## src/rtl/replay_sampler_if.sv

```systemverilog
// Index stream from the replay sampler to the replay memory read port.
// The sampler drives the master side; the memory read port is the slave.
interface replay_sampler_if #(
    parameter int ADDR_W = 10
);
    logic              idx_valid;
    logic              idx_ready;
    logic [ADDR_W-1:0] idx;
    logic              idx_last;

    modport master (
        output idx_valid,
        output idx,
        output idx_last,
        input  idx_ready
    );

    modport slave (
        input  idx_valid,
        input  idx,
        input  idx_last,
        output idx_ready
    );
endinterface

```

## src/rtl/replay_sampler.sv

```systemverilog
// Draws uniform slot indices in [0, fill_count) from a free-running LFSR.
// Also loads the LFSR seed after reset and on request.
module replay_sampler #(
    parameter int               NBITS     = 16,
    parameter int               ADDR_W    = 10,
    parameter int               BATCH_W   = 8,
    parameter logic [NBITS-1:0] SEED      = 16'hACE1,
    parameter int               STALL_MAX = 255
) (
    input  logic               clk,
    input  logic               rst,
    input  logic [NBITS-1:0]   lfsr_q,
    output logic               lfsr_we,
    output logic [NBITS-1:0]   lfsr_data,
    input  logic               seed_load,
    input  logic [NBITS-1:0]   seed_in,
    input  logic               start,
    input  logic [ADDR_W:0]    fill_count,
    input  logic [BATCH_W-1:0] batch_size,
    replay_sampler_if.master   idx_bus,
    output logic               busy,
    output logic               done,
    output logic               err_empty,
    output logic               err_stall
);
    localparam int REJ_W = $clog2(STALL_MAX + 1);

    typedef enum logic [1:0] {
        SEED_AUTO,
        IDLE,
        DRAW,
        HOLD
    } state_t;

    // Smallest all-ones mask covering v, so masked draws stay near-uniform.
    function automatic logic [ADDR_W-1:0] smear(input logic [ADDR_W-1:0] v);
        logic [ADDR_W-1:0] m;
        m = v;
        for (int i = 0; i < ADDR_W; i++) begin
            m = m | (m >> 1);
        end
        return m;
    endfunction

    state_t             state, nxt;
    logic [ADDR_W:0]    fc, fc_d;
    logic [BATCH_W-1:0] rem, rem_d;
    logic [ADDR_W-1:0]  mask, mask_d;
    logic [REJ_W-1:0]   rej, rej_d, rej_inc;
    logic [ADDR_W-1:0]  cand;
    logic               accept, stall_hit, go;
    logic               lfsr_unused;

    logic               we_d, valid_d, last_d;
    logic [NBITS-1:0]   data_d;
    logic [ADDR_W-1:0]  idx_d;
    logic               busy_d, done_d, empty_d, stall_d;

    assign lfsr_unused = ^lfsr_q;
    assign cand        = lfsr_q[ADDR_W-1:0] & mask;
    assign accept      = ({1'b0, cand} < fc);
    assign rej_inc     = rej + 1'b1;
    assign stall_hit   = (rej_inc == REJ_W'(STALL_MAX));
    assign go          = start && !seed_load
                         && (fill_count != '0) && (batch_size != '0);

    // State register; reset always returns to auto-seeding.
    always_ff @(posedge clk or negedge rst) begin
        if (!rst) state <= SEED_AUTO;
        else      state <= nxt;
    end

    // Next-state decision.
    always_comb begin
        nxt = state;
        unique case (state)
            SEED_AUTO: nxt = IDLE;
            IDLE:      if (go) nxt = DRAW;
            DRAW: begin
                if (accept)         nxt = HOLD;
                else if (stall_hit) nxt = IDLE;
            end
            HOLD: begin
                if (idx_bus.idx_ready)
                    nxt = (rem == BATCH_W'(1)) ? IDLE : DRAW;
            end
            default:   nxt = IDLE;
        endcase
    end

    // Next values of the registered outputs and batch bookkeeping.
    always_comb begin
        we_d    = 1'b0;
        data_d  = lfsr_data;
        valid_d = 1'b0;
        last_d  = idx_bus.idx_last;
        idx_d   = idx_bus.idx;
        done_d  = 1'b0;
        empty_d = 1'b0;
        stall_d = 1'b0;
        busy_d  = (nxt != IDLE);
        fc_d    = fc;
        rem_d   = rem;
        mask_d  = mask;
        rej_d   = rej;
        unique case (state)
            SEED_AUTO: begin
                we_d   = 1'b1;
                data_d = SEED;
            end
            IDLE: begin
                if (seed_load) begin
                    we_d   = 1'b1;
                    data_d = (seed_in == '0) ? SEED : seed_in;
                end else if (start) begin
                    if (fill_count == '0) begin
                        empty_d = 1'b1;
                    end else if (batch_size == '0) begin
                        done_d = 1'b1;
                    end else begin
                        fc_d   = fill_count;
                        rem_d  = batch_size;
                        mask_d = smear(ADDR_W'(fill_count - 1'b1));
                        rej_d  = '0;
                    end
                end
            end
            DRAW: begin
                if (accept) begin
                    idx_d   = cand;
                    valid_d = 1'b1;
                    last_d  = (rem == BATCH_W'(1));
                    rej_d   = '0;
                end else if (stall_hit) begin
                    stall_d = 1'b1;
                    rej_d   = '0;
                end else begin
                    rej_d = rej_inc;
                end
            end
            HOLD: begin
                valid_d = 1'b1;
                if (idx_bus.idx_ready) begin
                    valid_d = 1'b0;
                    last_d  = 1'b0;
                    rem_d   = rem - 1'b1;
                    done_d  = (rem == BATCH_W'(1));
                end
            end
            default: ;
        endcase
    end

    // Output and datapath registers.
    always_ff @(posedge clk or negedge rst) begin
        if (!rst) begin
            lfsr_we           <= 1'b0;
            lfsr_data         <= '0;
            idx_bus.idx_valid <= 1'b0;
            idx_bus.idx       <= '0;
            idx_bus.idx_last  <= 1'b0;
            busy              <= 1'b0;
            done              <= 1'b0;
            err_empty         <= 1'b0;
            err_stall         <= 1'b0;
            fc                <= '0;
            rem               <= '0;
            mask              <= '0;
            rej               <= '0;
        end else begin
            lfsr_we           <= we_d;
            lfsr_data         <= data_d;
            idx_bus.idx_valid <= valid_d;
            idx_bus.idx       <= idx_d;
            idx_bus.idx_last  <= last_d;
            busy              <= busy_d;
            done              <= done_d;
            err_empty         <= empty_d;
            err_stall         <= stall_d;
            fc                <= fc_d;
            rem               <= rem_d;
            mask              <= mask_d;
            rej               <= rej_d;
        end
    end
endmodule

```

## src/flat_wrapper.sv

```systemverilog
// flat-port wrapper written by rule: the top's interface ports become plain ports
module replay_sampler_flat 
#(
    parameter int               NBITS     = 16,
    parameter int               ADDR_W    = 10,
    parameter int               BATCH_W   = 8,
    parameter logic [NBITS-1:0] SEED      = 16'hACE1,
    parameter int               STALL_MAX = 255
)
  (clk, rst, lfsr_q, lfsr_we, lfsr_data, seed_load, seed_in, start, fill_count, batch_size, busy, done, err_empty, err_stall, idx_bus_idx_valid, idx_bus_idx, idx_bus_idx_last, idx_bus_idx_ready);
  replay_sampler_if #(.ADDR_W(ADDR_W)) idx_bus_i ();
  input  logic clk;
  input  logic rst;
  input  logic [NBITS-1:0] lfsr_q;
  output logic lfsr_we;
  output logic [NBITS-1:0] lfsr_data;
  input  logic seed_load;
  input  logic [NBITS-1:0] seed_in;
  input  logic start;
  input  logic [ADDR_W:0] fill_count;
  input  logic [BATCH_W-1:0] batch_size;
  output logic busy;
  output logic done;
  output logic err_empty;
  output logic err_stall;
  output wire logic [$bits(idx_bus_i.idx_valid)-1:0] idx_bus_idx_valid;
  output wire logic [$bits(idx_bus_i.idx)-1:0] idx_bus_idx;
  output wire logic [$bits(idx_bus_i.idx_last)-1:0] idx_bus_idx_last;
  input wire logic [$bits(idx_bus_i.idx_ready)-1:0] idx_bus_idx_ready;
  assign idx_bus_idx_valid = idx_bus_i.idx_valid;
  assign idx_bus_idx = idx_bus_i.idx;
  assign idx_bus_idx_last = idx_bus_i.idx_last;
  assign idx_bus_i.idx_ready = idx_bus_idx_ready;
  replay_sampler #(.NBITS(NBITS), .ADDR_W(ADDR_W), .BATCH_W(BATCH_W), .SEED(SEED), .STALL_MAX(STALL_MAX)) u_core (.clk(clk), .rst(rst), .lfsr_q(lfsr_q), .lfsr_we(lfsr_we), .lfsr_data(lfsr_data), .seed_load(seed_load), .seed_in(seed_in), .start(start), .fill_count(fill_count), .batch_size(batch_size), .idx_bus(idx_bus_i), .busy(busy), .done(done), .err_empty(err_empty), .err_stall(err_stall));
endmodule
```

## config.mk

```make
export PLATFORM = sky130hd
export DESIGN_NAME = replay_sampler_flat
export DESIGN_NICKNAME = d
export VERILOG_FILES = /design/src/rtl/replay_sampler_if.sv /design/src/rtl/replay_sampler.sv /design/src/flat_wrapper.sv
export SDC_FILE = /design/constraint.sdc
export NUM_CORES = 1
export LEC_CHECK = 0
export BUFFER_PORTS_ARGS = -buffer_cell sky130_fd_sc_hd__buf_2
export CAP_MARGIN = 40
export CORE_AREA = 8 8 98 100
export DETAILED_ROUTE_END_ITERATION = 6
export DIE_AREA = 0 0 106 108
export PLACE_DENSITY = 0.74
export SLEW_MARGIN = 20
export SYNTH_ARGS = -nofsm -noshare
export SYNTH_HDL_FRONTEND = slang
export SYNTH_SLANG_ARGS = --single-unit
```

## constraint.sdc

```tcl
create_clock -name clk -period 3 [get_ports clk]
set_input_delay 0.15 -clock clk [delete_from_list [all_inputs] [get_ports clk]]
set_output_delay 0.15 -clock clk [all_outputs]
set_load 0.02 [all_outputs]
```

==> qor.yml <==
run_status:
  status: "complete, no violations"
timing:
  timing.setup.tns_ps: 0
  worstMarginPinSlew_ps: 671
  maxSlewViolCount: 0
  rsz0062_at_grt: "no"
  fmax_mhz: 433
  fin_crit_sh: 0.770
  relSlewSlack: 0.549
  setup_violations: 0
  fin_crit_ps: 2310
  finalHoldViolCount: 0
  fin_skew_ps: 8.11
global_routing:
  grt.busiest_layer: "met2"
  grt_pass1_wl_um: 15200
  met1_usage: 0.211
  grt_pass1_vias: 3162
  grt_max_degree: 47
  overflow: 0
  grtUsageTotal: 0.163
  antenna_found_initial: 0
  grtUsageMet2: 0.247
  grt_use_met3: 0.0571
cells_and_area:
  areaGrowthSynthToFinish_pct: 19.6
  diodes: 0
  instances_no_fill: 576
  drive_gt1_frac: 0.261
  n_fill_cell: 761
  nets: 539
critical_path:
  critPathLaunch: "u_core.mask[4]$_DFFE_PN0P_"
  cp-endpoint: "u_core.idx_bus.idx[6]$_DFFE_PN0P_"
  path_buf_inv: 1
  crit_top_cell: "a21oi_1"
  timing.rr.end: "u_core.idx_bus.idx[6]$_DFFE_PN0P_"
  cp-start-kind: "register"
  slowest_stage: "dfrtp_1"
  cp_max_fo: 8
  max_stage_delay_ps: 370
  path_delay_family: "compound AO/OA/AOI/OAI gates"
  crit_chain: "and2_1, ha_1, a21oi_1, o21ai_0, a21oi_1, nand3_1, buf_4, mux2_2"
  arrival_ps: 2530
  regToRegSetupSlack_ps: 690
  cp_num_cells: 8
  reg2reg_from: "u_core.mask[4]$_DFFE_PN0P_"
  end_kind: "register"
  critPathKind: "register to register"
  worstPathRequired_ps: 3220
  r2r_cells: 8
synthesis:
  async_flop_share: 1.00
  synthTopCellsByArea: "dfrtp_1 49%, ha_1 5.4%, nor2_1 4.1%"
  ys_seq_area_frac: 0.486
  avgSynthCellArea_um2: 9.82
  syn-num-nets: 449
  syn_area_um2: 3700
  synth_top_area_share: 0.486
  ys_seq_elements: 72
  yosysMostFrequentCell: "dfrtp_1"
  ys_types: 56
  ys.flop_type: "dfrtp_1"
  synthTopCellsByCount: "72 x dfrtp_1, 40 x nor2_1, 37 x nand2_1"
  synth_edf_count: 0
  synth_top_area_cell: "dfrtp_1"
  syn_inst: 377
  yosys_warnings: 0
routing:
  wl_per_cell_um: 15.5
  vias: 3161
  ant_nets: 0
  via_per_inst: 5.49
  drt_iter0_markers: 200
  drc_errors: 0
  drt-total-wl_um: 8900
  dr.pass1.iters: 5
floorplanning:
  die-area_um2: 11400
  io_pins: 89
  die_y_um: 108
  fp.coreArea_um2: 8050
  start_util: 0.460
  rows: 33
  die_width_um: 106
run:
  drv_cap: 0
min_path:
  holdPathStages: 2
  min-delay-start: "seed_in[0]"
  hold_path_class: "primary input to register"
clock_network:
  clk_root_buffer_cell: "clkbuf_8"
  clk-insertion-delay-late_ps: 340
  cts_tree: "yes"
  clk_pin_slew_worst_paths_ps: 70
  cts_buffer_depth: 2
  clkSinkCount: 72
  post_cts_resized: 0
  cts_inserted_buffers: 9
  htree_num_levels: 3
  postCtsSetupBuffers: 0
placed_design:
  port-buffer-count: 82
  gp_congestion: 0.820
  dpl.hpwl_um: 6840
  dp_cells: 560
pwr:
  leakagePower_nw: 1.99
  power_density_nw_per_um2: 883
  ir_worst_vdd_uv: 419
## layout make-up
class / instances / area [µm²] / area share
Timing Repair Buffer: 90 / 493 / 0.111
Multi-Input combinational cell: 276 / 1780 / 0.402
Clock buffer: 11 / 131 / 0.0297
Inverter: 18 / 67.6 / 0.0153
Tap cell: 105 / 131 / 0.0297
Sequential cell: 72 / 1800 / 0.407
Clock inverter: 4 / 22.5 / 0.00508
## per-layer routing
| metal | vias up | share of wire |
|---|---|---|
| li1 | 1545 | - |
| met1 | 1515 | 0.48 |
| met2 | 97 | 0.44 |
| met3 | 4 | 0.076 |
| met4 | 0 | 0.0064 |
| met5 | - | 0 |
## worst reg2reg max path, stage by stage, from the launching register on
cell	delay (ps)
dfrtp_1	370
and2_1	150
ha_1	310
a21oi_1	170
o21ai_0	140
a21oi_1	350
nand3_1	190
buf_4	220
mux2_2	290
## report_power, final
group | total (mW) | internal, mW | switching (mW)
Sequential | 1.58 | 1.36 | 0.223
Combinational | 1.69 | 0.692 | 0.997
Clock | 0.644 | 0.292 | 0.352
Total | 3.91 | 2.34 | 1.57
## cell usage in the layout, fill, tap and decap left out, types with 3 or more instances in the layout
cell type,instances
buf_2,82
and2_1,10
a31oi_1,4
nor3_1,8
clkbuf_8,9
nor2b_1,3
buf_4,6
dfrtp_1,72
or2_2,4
ha_1,16
or3_1,4
inv_1,17
a211oi_1,4
o21ai_0,30
nand2b_1,4
o22a_1,9
xor2_1,4
clkinv_2,3
nor2_1,40
nor4_1,12
xnor2_1,6
nand2_1,37
a22o_1,8
nand3_1,7
o21ai_1,6
a21oi_1,17
mux2_2,9
## sequential cells by signal (all words and copies together), names as in the netlist
signal / count
u_core.state: 2
u_core.idx_bus.idx_last: 1
u_core.rej: 8
u_core.done: 1
u_core.mask: 10
u_core.fc: 11
u_core.rem: 8
u_core.lfsr_data: 16
u_core.idx_bus.idx_valid: 1
u_core.lfsr_we: 1
u_core.idx_bus.idx: 10
u_core.err_empty: 1
u_core.busy: 1
u_core.err_stall: 1
## metrics by stage
step | cell area (µm²) | setup WS [ps] | power (mW) | hold slack (ps) | util
CTS | 4430 | 680 | 3.96 | 18.6 | 0.550
global route | 4430 | 453 | 4.25 | 25.8 | 0.550
global placement | 4240 | 668 | 3.23 | 379 | 0.526
floorplan | 3700 | 811 | 2.76 | -146 | -
detailed placement | 4270 | 629 | 3.30 | 177 | 0.530
finish | 4430 | 691 | 3.91 | 39.1 | 0.550
## cells by family (layout without fill, tap and decap cells)
kind of cell,count (synthesis),after routing,synth area share
buffers and inverters,29,123,0.0324
adders and majority gates,16,16,0.0541
AOI/OAI and AO/OA,101,101,0.186
xor gates and xnor gates,10,10,0.0236
muxes,9,9,0.0274
and+or+nand+nor,140,140,0.190
DFF,72,72,0.486
## repair_timing
item / 4_1_cts / 5_1_grt
hold buffers: 1 / 0
endpoints found under the hold margin: 26 / 0
setup endpoints to repair: 0 / 0
## worst min-delay path by stage
stage | slack, ps | to
final | 40 | u_core.lfsr_data[0]$_DFFE_PN0P_
after global routing | 30 | u_core.lfsr_data[0]$_DFFE_PN0P_
after CTS | 20 | u_core.lfsr_data[13]$_DFFE_PN0P_
after detailed placement | 180 | u_core.rem[6]$_DFFE_PN0P_
after global placement | 380 | u_core.lfsr_data[13]$_DFFE_PN0P_
after floorplan | -150 | u_core.busy$_DFF_PN0_
(Power assumes the default switching activity.)
